<file path="config.mk">
export PLATFORM = sky130hd
export DESIGN_NAME = detector_copo
export DESIGN_NICKNAME = d
export VERILOG_FILES = /design/src/rtl/detector_copo.sv
export SDC_FILE = /design/constraint.sdc
export NUM_CORES = 1
export LEC_CHECK = 0
export CAP_MARGIN = 30
export CORE_UTILIZATION = 55
export CTS_BUF_LIST = sky130_fd_sc_hd__clkbuf_2
export DETAILED_ROUTE_END_ITERATION = 7
export DONT_BUFFER_PORTS = 1
export GPL_ROUTABILITY_DRIVEN = 0
export GPL_TIMING_DRIVEN = 1
export PLACE_DENSITY_LB_ADDON = 0.15
export SLEW_MARGIN = 15
export SYNTH_ARGS = -nofsm -noshare
export SYNTH_HDL_FRONTEND = slang
export SYNTH_SLANG_ARGS = --single-unit
export TNS_END_PERCENT = 20
</file>
<file path="constraint.sdc">
create_clock -name clock -period 2.8 [get_ports clock]
set_clock_uncertainty 0.05 [all_clocks]
set_input_delay 0.56 -clock clock [delete_from_list [all_inputs] [get_ports clock]]
set_output_delay 0.56 -clock clock [all_outputs]
set_load 0.05 [all_outputs]
</file>
<file path="src/rtl/detector_copo.sv">
`default_nettype none
// ============================================================================
// Module      : detector_copo
// Description : Ultrasonic (HC-SR04 style) cup detector in front of the
//               juice-dispenser control unit. Issues trigger pulses, times
//               the echo, converts it to centimetres and debounces a
//               cup-present level over CONFIRMA consecutive readings.
// Revision    : 1.0 - initial release
// ----------------------------------------------------------------------------
// Ports
//   clock            in   system clock
//   reset            in   asynchronous, active-high reset
//   inicia_medida    in   1 = measure continuously, 0 = stop and clear
//   echo             in   raw sensor echo (asynchronous)
//   trigger          out  sensor trigger pulse
//   copo_posicionado out  debounced cup-present level
//   distancia_cm     out  last completed measurement [DIST_W]
//   medida_pronta    out  1-clock pulse per completed measurement
//   erro_timeout     out  1-clock pulse when the echo never rose
//   db_estado        out  current FSM state code (0xE for illegal codes)
// ============================================================================
module detector_copo #(
  parameter int TRIG_CYCLES  = 500,
  parameter int TICKS_PER_CM = 2941,
  parameter int DIST_W       = 9,
  parameter int LIMIAR_CM    = 10,
  parameter int CONFIRMA     = 3,
  parameter int ESPERA_MAX   = 1_500_000,
  parameter int INTERVALO    = 3_000_000
) (
  input  logic              clock,
  input  logic              reset,
  input  logic              inicia_medida,
  input  logic              echo,
  output logic              trigger,
  output logic              copo_posicionado,
  output logic [DIST_W-1:0] distancia_cm,
  output logic              medida_pronta,
  output logic              erro_timeout,
  output logic [3:0]        db_estado
);

  // One shared counter serves TRIGGER, ESPERA and INTERVALO.
  localparam int c_MAX_A   = (TRIG_CYCLES > ESPERA_MAX) ? TRIG_CYCLES : ESPERA_MAX;
  localparam int c_CNT_MAX = (c_MAX_A > INTERVALO) ? c_MAX_A : INTERVALO;
  localparam int c_CNT_W   = $clog2(c_CNT_MAX + 1);
  localparam int c_TICK_W  = $clog2(TICKS_PER_CM + 1);
  localparam int c_CONF_W  = $clog2(CONFIRMA + 1);

  localparam logic [DIST_W-1:0]   c_DIST_MAX = {DIST_W{1'b1}};
  localparam logic [DIST_W-1:0]   c_LIMIAR   = DIST_W'(LIMIAR_CM);
  localparam logic [c_CONF_W-1:0] c_CONFIRMA = c_CONF_W'(CONFIRMA);

  localparam logic [3:0] c_OCIOSO    = 4'd0;
  localparam logic [3:0] c_TRIGGER   = 4'd1;
  localparam logic [3:0] c_ESPERA    = 4'd2;
  localparam logic [3:0] c_MEDE      = 4'd3;
  localparam logic [3:0] c_AVALIA    = 4'd4;
  localparam logic [3:0] c_INTERVALO = 4'd5;
  localparam logic [3:0] c_ILEGAL    = 4'hE;

  logic [3:0]          r_estado;
  logic [3:0]          w_prox;
  logic                r_echo_meta;
  logic                r_echo_s;
  logic                r_echo_prev;
  logic [c_CNT_W-1:0]  r_cnt;
  logic [c_TICK_W-1:0] r_tick;
  logic [DIST_W-1:0]   r_cm;
  logic                r_timeout;
  logic [c_CONF_W-1:0] r_conf;
  logic [DIST_W-1:0]   r_dist;
  logic                r_pronta;
  logic                r_erro;
  logic                r_copo;

  logic                w_subida;
  logic                w_trig_fim;
  logic                w_espera_fim;
  logic                w_interv_fim;
  logic                w_tick_wrap;
  logic [c_TICK_W-1:0] w_tick_prox;
  logic [DIST_W-1:0]   w_cm_prox;
  logic                w_mede_sai;
  logic                w_presente;
  logic [c_CONF_W-1:0] w_conf_prox;

  // --------------------------------------------------------------------------
  // Echo synchronizer plus one extra stage for rise detection
  // --------------------------------------------------------------------------
  always_ff @(posedge clock or posedge reset) begin
    if (reset) begin
      r_echo_meta <= 1'b0;
      r_echo_s    <= 1'b0;
      r_echo_prev <= 1'b0;
    end else begin
      r_echo_meta <= echo;
      r_echo_s    <= r_echo_meta;
      r_echo_prev <= r_echo_s;
    end
  end

  // --------------------------------------------------------------------------
  // Shared combinational helpers
  // --------------------------------------------------------------------------
  assign w_subida     = r_echo_s & ~r_echo_prev;
  assign w_trig_fim   = (r_cnt == c_CNT_W'(TRIG_CYCLES - 1));
  assign w_espera_fim = (r_cnt == c_CNT_W'(ESPERA_MAX - 1));
  assign w_interv_fim = (r_cnt == c_CNT_W'(INTERVALO - 1));

  // One echo-high clock: advance the tick counter, carry into centimetres.
  assign w_tick_wrap = (r_tick == c_TICK_W'(TICKS_PER_CM - 1));
  assign w_tick_prox = w_tick_wrap ? '0 : r_tick + 1'b1;
  assign w_cm_prox   = (w_tick_wrap && (r_cm != c_DIST_MAX)) ? r_cm + 1'b1 : r_cm;

  // Leave MEDE on echo fall or as soon as the count would hit full scale.
  assign w_mede_sai  = ~r_echo_s | (w_cm_prox == c_DIST_MAX);

  assign w_presente  = ~r_timeout & (r_cm <= c_LIMIAR);
  assign w_conf_prox = (r_conf == c_CONFIRMA) ? r_conf : r_conf + 1'b1;

  // --------------------------------------------------------------------------
  // FSM: state register
  // --------------------------------------------------------------------------
  always_ff @(posedge clock or posedge reset) begin
    if (reset) r_estado <= c_OCIOSO;
    else       r_estado <= w_prox;
  end

  // --------------------------------------------------------------------------
  // FSM: next state (dropping inicia_medida wins in every state)
  // --------------------------------------------------------------------------
  always_comb begin
    w_prox = r_estado;
    if (!inicia_medida) begin
      w_prox = c_OCIOSO;
    end else begin
      case (r_estado)
        c_OCIOSO:    w_prox = c_TRIGGER;
        c_TRIGGER:   if (w_trig_fim) w_prox = c_ESPERA;
        c_ESPERA: begin
          if (w_subida)          w_prox = c_MEDE;
          else if (w_espera_fim) w_prox = c_AVALIA;
        end
        c_MEDE:      if (w_mede_sai) w_prox = c_AVALIA;
        c_AVALIA:    w_prox = c_INTERVALO;
        c_INTERVALO: if (w_interv_fim) w_prox = c_TRIGGER;
        default:     w_prox = c_OCIOSO;
      endcase
    end
  end

  // --------------------------------------------------------------------------
  // FSM: outputs decoded from state (trigger drops with async reset)
  // --------------------------------------------------------------------------
  always_comb begin
    trigger   = (r_estado == c_TRIGGER);
    db_estado = r_estado;
    if (r_estado > c_INTERVALO) db_estado = c_ILEGAL;
  end

  // --------------------------------------------------------------------------
  // Datapath: counters, result registers and confirmation logic
  // --------------------------------------------------------------------------
  always_ff @(posedge clock or posedge reset) begin
    if (reset) begin
      r_cnt     <= '0;
      r_tick    <= '0;
      r_cm      <= '0;
      r_timeout <= 1'b0;
      r_conf    <= '0;
      r_dist    <= '0;
      r_pronta  <= 1'b0;
      r_erro    <= 1'b0;
      r_copo    <= 1'b0;
    end else begin
      r_pronta <= 1'b0;
      r_erro   <= 1'b0;
      case (r_estado)
        c_TRIGGER: begin
          r_cnt     <= w_trig_fim ? '0 : r_cnt + 1'b1;
          r_tick    <= '0;
          r_cm      <= '0;
          r_timeout <= 1'b0;
        end
        c_ESPERA: begin
          if (w_subida) begin
            // The rise clock is itself the first echo-high clock.
            r_cnt  <= '0;
            r_tick <= w_tick_prox;
            r_cm   <= w_cm_prox;
          end else if (w_espera_fim) begin
            r_cnt     <= '0;
            r_timeout <= 1'b1;
          end else begin
            r_cnt <= r_cnt + 1'b1;
          end
        end
        c_MEDE: begin
          if (r_echo_s) begin
            r_tick <= w_tick_prox;
            r_cm   <= w_cm_prox;
          end
        end
        c_AVALIA: begin
          r_cnt    <= '0;
          r_dist   <= r_timeout ? c_DIST_MAX : r_cm;
          r_pronta <= 1'b1;
          r_erro   <= r_timeout;
          if (w_presente) begin
            r_conf <= w_conf_prox;
            r_copo <= (w_conf_prox == c_CONFIRMA);
          end else begin
            r_conf <= '0;
            r_copo <= 1'b0;
          end
        end
        c_INTERVALO: begin
          r_cnt     <= w_interv_fim ? '0 : r_cnt + 1'b1;
          r_tick    <= '0;
          r_cm      <= '0;
          r_timeout <= 1'b0;
        end
        default: begin
          r_cnt     <= '0;
          r_tick    <= '0;
          r_cm      <= '0;
          r_timeout <= 1'b0;
        end
      endcase
      // Stop request: abort, clear debounce; a finishing AVALIA still
      // publishes its distance and pulse above.
      if (!inicia_medida) begin
        r_cnt  <= '0;
        r_conf <= '0;
        r_copo <= 1'b0;
      end
    end
  end

  assign distancia_cm     = r_dist;
  assign medida_pronta    = r_pronta;
  assign erro_timeout     = r_erro;
  assign copo_posicionado = r_copo;

endmodule
`default_nettype wire

</file>
==> impl_metrics.py <==
metrics = {
    "global_route": {
        "grt_overflow_total": 0,
        "grt_pass1_wl_microns": 13850,
        "track_usage_pct": 25.06,
        "grt_pass1_vias": 2952,
        "antenna_found_initial": 0,
        "grt_start_max_net_pins": 65,
    },
    "routing": {
        "drtIter0Drc": 147,
        "viasPerCell": 6.157,
        "finalWirelength_microns": 8235,
        "highest_layer": "met4",
        "wl_met1_microns": 3521,
        "num_vias": 3171,
        "wl_per_cell_microns": 15.99,
        "wl_met3_microns": 441,
        "drc": 0,
        "first_pass_iters": 4,
        "antenna_left": 0,
        "wl_met2_microns": 4130,
    },
    "setup_path": {
        "critPathTopFamily": "simple AND/OR/NAND/NOR gates",
        "worstReg2RegStart": "r_cm[1]$_DFFE_PP0P_",
        "crit_start": "r_cm[1]$_DFFE_PP0P_",
        "cp_common_cell": "ha_2",
        "cp.required_ns": 3.17,
        "endpoint_kind": "flop",
        "r2r_cells": 9,
        "crit_type": "flop to flop",
        "start_kind": "flop",
        "crit_slowest_cell": "dfrtp_1",
        "crit_chain": "ha_2 -> and4_1 -> ha_2 -> and3b_2 -> nand4_4 -> or3_4 -> xor2_2 -> a2111o_1 -> a211o_1",
        "critPathMaxFanout": 3,
        "cp_num_cells": 9,
        "critPathArrivalTime_ns": 3.11,
        "slowest_delay_ns": 0.44,
        "worst-path-buf-inv": 0,
    },
    "power": {
        "ir_worst_vdd_mv": 0.6835,
        "total_power_mw": 2.813,
        "power_density_mw_per_mm2": 709.0,
        "leakagePower_nw": 1.677,
    },
    "cts": {
        "clkLatencyLatePin_ns": 0.52,
        "cts_tree": "done",
        "cts.sinks": 64,
        "cts-htree-levels": 3,
        "clockBufferDepth": 2,
        "numCtsBuffers": 9,
        "cts_root_buf": "clkbuf_2",
        "clk_pin_slew_ns": 0.20,
    },
    "die": {
        "dieArea_sq_mm": 0.006916,
        "initial_core_util_pct": 57.06,
        "fp.dieW_microns": 83.17,
        "die_h_microns": 83.17,
        "coreArea_sq_mm": 0.006350,
        "row_count": 29,
        "io_pins": 21,
    },
    "final_layout": {
        "drive_gt1_share_pct": 14.16,
        "final_cell_mix": "dfrtp_1, nand2_1, nor2_1, o21ai_0, nand3_1",
        "synthToLayoutAreaGrowth_pct": 9.496,
        "final_nets": 443,
        "nFillCells": 554,
        "final_area_sq_mm": 0.003968,
        "diodes": 0,
        "mostFrequentLayoutCell": "dfrtp_1",
    },
    "logic_synthesis": {
        "synth_flop_cell": "dfrtp_1",
        "syn_area_sq_mm": 0.003623,
        "yosys.cell_types.count": 54,
        "ys_seq_area_share_pct": 44.20,
        "syn_inst": 424,
        "synth_fp_nets": 434,
        "async_flop_share_pct": 100.0,
        "synth_edf_count": 0,
        "synth_mux_area_share_pct": 0.5870,
        "synth_compound_area_share_pct": 17.44,
        "synthSimpleGateAreaFrac_pct": 29.97,
        "ys_seq_elements": 64,
        "syn_area_per_cell_sq_um": 8.546,
        "synth_fa_ha_area_share_pct": 2.072,
        "synthXorXnorAreaFrac_pct": 1.450,
        "synth_top_family_by_area": "simple AND/OR/NAND/NOR gates",
        "synth_warnings": 0,
    },
    "outcome": {
        "status": "finished clean",
    },
    "timing": {
        "rsz0062_at_grt": "true",
        "hold_violations": 0,
        "maxSlewHeadroom_pct": 58.64,
        "min_period_over_period_pct": 97.82,
        "min_period_ns": 2.739,
        "setup_violations": 0,
        "max_freq_ghz": 0.3651,
        "drv_slew": 0,
        "worstMarginPinSlew_ns": 0.6118,
    },
    "min_path": {
        "holdPathStages": 2,
        "hold_class": "input port to flop",
        "hp-start": "inicia_medida",
    },
    "run": {
        "max_cap_violations": 0,
    },
    "place": {
        "dp_hpwl_microns": 5611,
        "placed_area_sq_mm": 0.003804,
        "portBuffers": 0,
    },
}
per-stage QoR:
step | worst slack (ns) | utilization (%) | hold slack (ns) | instances | TNS, ns
floorplan | 0.009695 | - | 0.2812 | 424 | 0
global placement | 0.07353 | 59.90 | 0.2858 | 496 | 0
detailed placement | 0.02730 | 59.90 | 0.2858 | 496 | 0
CTS | 0.03659 | 62.07 | 0.08940 | 514 | 0
global route | -0.03993 | 62.48 | 0.07566 | 515 | -0.03993
finish | 0.06097 | 62.48 | 0.1176 | 515 | 0
power breakdown:
| group | internal [mW] | switching (mW) | total, mW |
|---|---|---|---|
| clock | 0.202 | 0.366 | 0.567 |
| combinational | 0.292 | 0.551 | 0.843 |
| sequential | 1.04 | 0.359 | 1.40 |
| total | 1.54 | 1.28 | 2.81 |
worst reg2reg max path, stage by stage (launching register included):
cell      delay, ns
dfrtp_1        0.44
ha_2           0.20
and4_1         0.15
ha_2           0.17
and3b_2        0.26
nand4_4        0.12
or3_4          0.42
xor2_2         0.15
a2111o_1       0.43
a211o_1        0.26
flip-flops by register name (all words and copies together), names as in the netlist, 2 cells and up:
name and cells:
r_cnt 22, r_estado 3, distancia_cm 9, r_conf 2
r_cm 9, r_tick 12
metal layers:
metal,global-route usage (%),vias to the layer above
met5,0,-
met1,31.93,1509
li1,-,1552
met2,41.95,93
met4,8.934,0
met3,5.666,17
cells by family (layout without fill, tap and decap cells):
group | count (synthesis) | in the layout
multiplexers | 2 | 2
flip-flops | 64 | 64
AO/OA/AOI/OAI | 103 | 103
adder cells (fa/ha/maj) | 6 | 6
XOR/XNOR | 6 | 6
buffers and inverters | 39 | 53
AND/OR/NAND/NOR | 204 | 204
final timing paths:
kind | endpoint | slack (ns)
min in group asynchronous | r_cnt[1]$_DFFE_PP0P_ | 0.49
worst min-delay path | copo_posicionado$_DFFE_PP0P_ | 0.12
max in group asynchronous | r_tick[5]$_DFFE_PP0P_ | 1.93
worst max register to register | r_estado[0]$_DFFE_PP0P_ | 0.06
worst max-delay path | r_estado[0]$_DFFE_PP0P_ | 0.06
worst min register to register | r_echo_s$_DFF_PP0_ | 0.32
cells in the mapped netlist, drive strengths merged, types with 4 or more instances:
library cell  number  area (sq um)
and4               5         43.79
nand2             47         176.4
nor2              39         146.4
buf                5         25.02
and3               9         56.30
a31oi             15         93.84
or3                8         50.05
clkbuf            24         92.59
xnor2              4         35.03
dfrtp             64          1602
and2               6         37.54
nand4             12         90.09
a21oi             26         130.1
nand3             33         170.2
o21ai             33         165.2
nor4               5         31.28
a22o               4         35.03
nor2b              8         50.05
inv               10         37.54
o31ai              5         37.54
nand2b             6         37.54
ha                 6         75.07
or2                5         31.28
nor3               7         35.03
cell type report:
cell class / instances / area [sq um] / area share, %
timing repair buffer: 27 / 220.2 / 5.550
multi-input combinational: 321 / 1894 / 47.75
sequential: 64 / 1602 / 40.37
tap: 77 / 96.34 / 2.428
inverter: 10 / 37.54 / 0.9461
clock buffer: 9 / 45.04 / 1.135
clock inverter: 7 / 72.57 / 1.829
repair_timing:
| action | CTS | global route |
|---|---|---|
| gates resized for setup | 0 | 5 |
| setup buffers | 0 | 1 |
| setup endpoints to repair | 1 | 1 |
| gates cloned | 0 | 0 |
| pin swaps | 2 | 6 |
| endpoints found under the hold margin | 65 | 0 |
| hold buffers | 2 | 0 |
No activity file was read; power rests on OpenSTA's default activity.
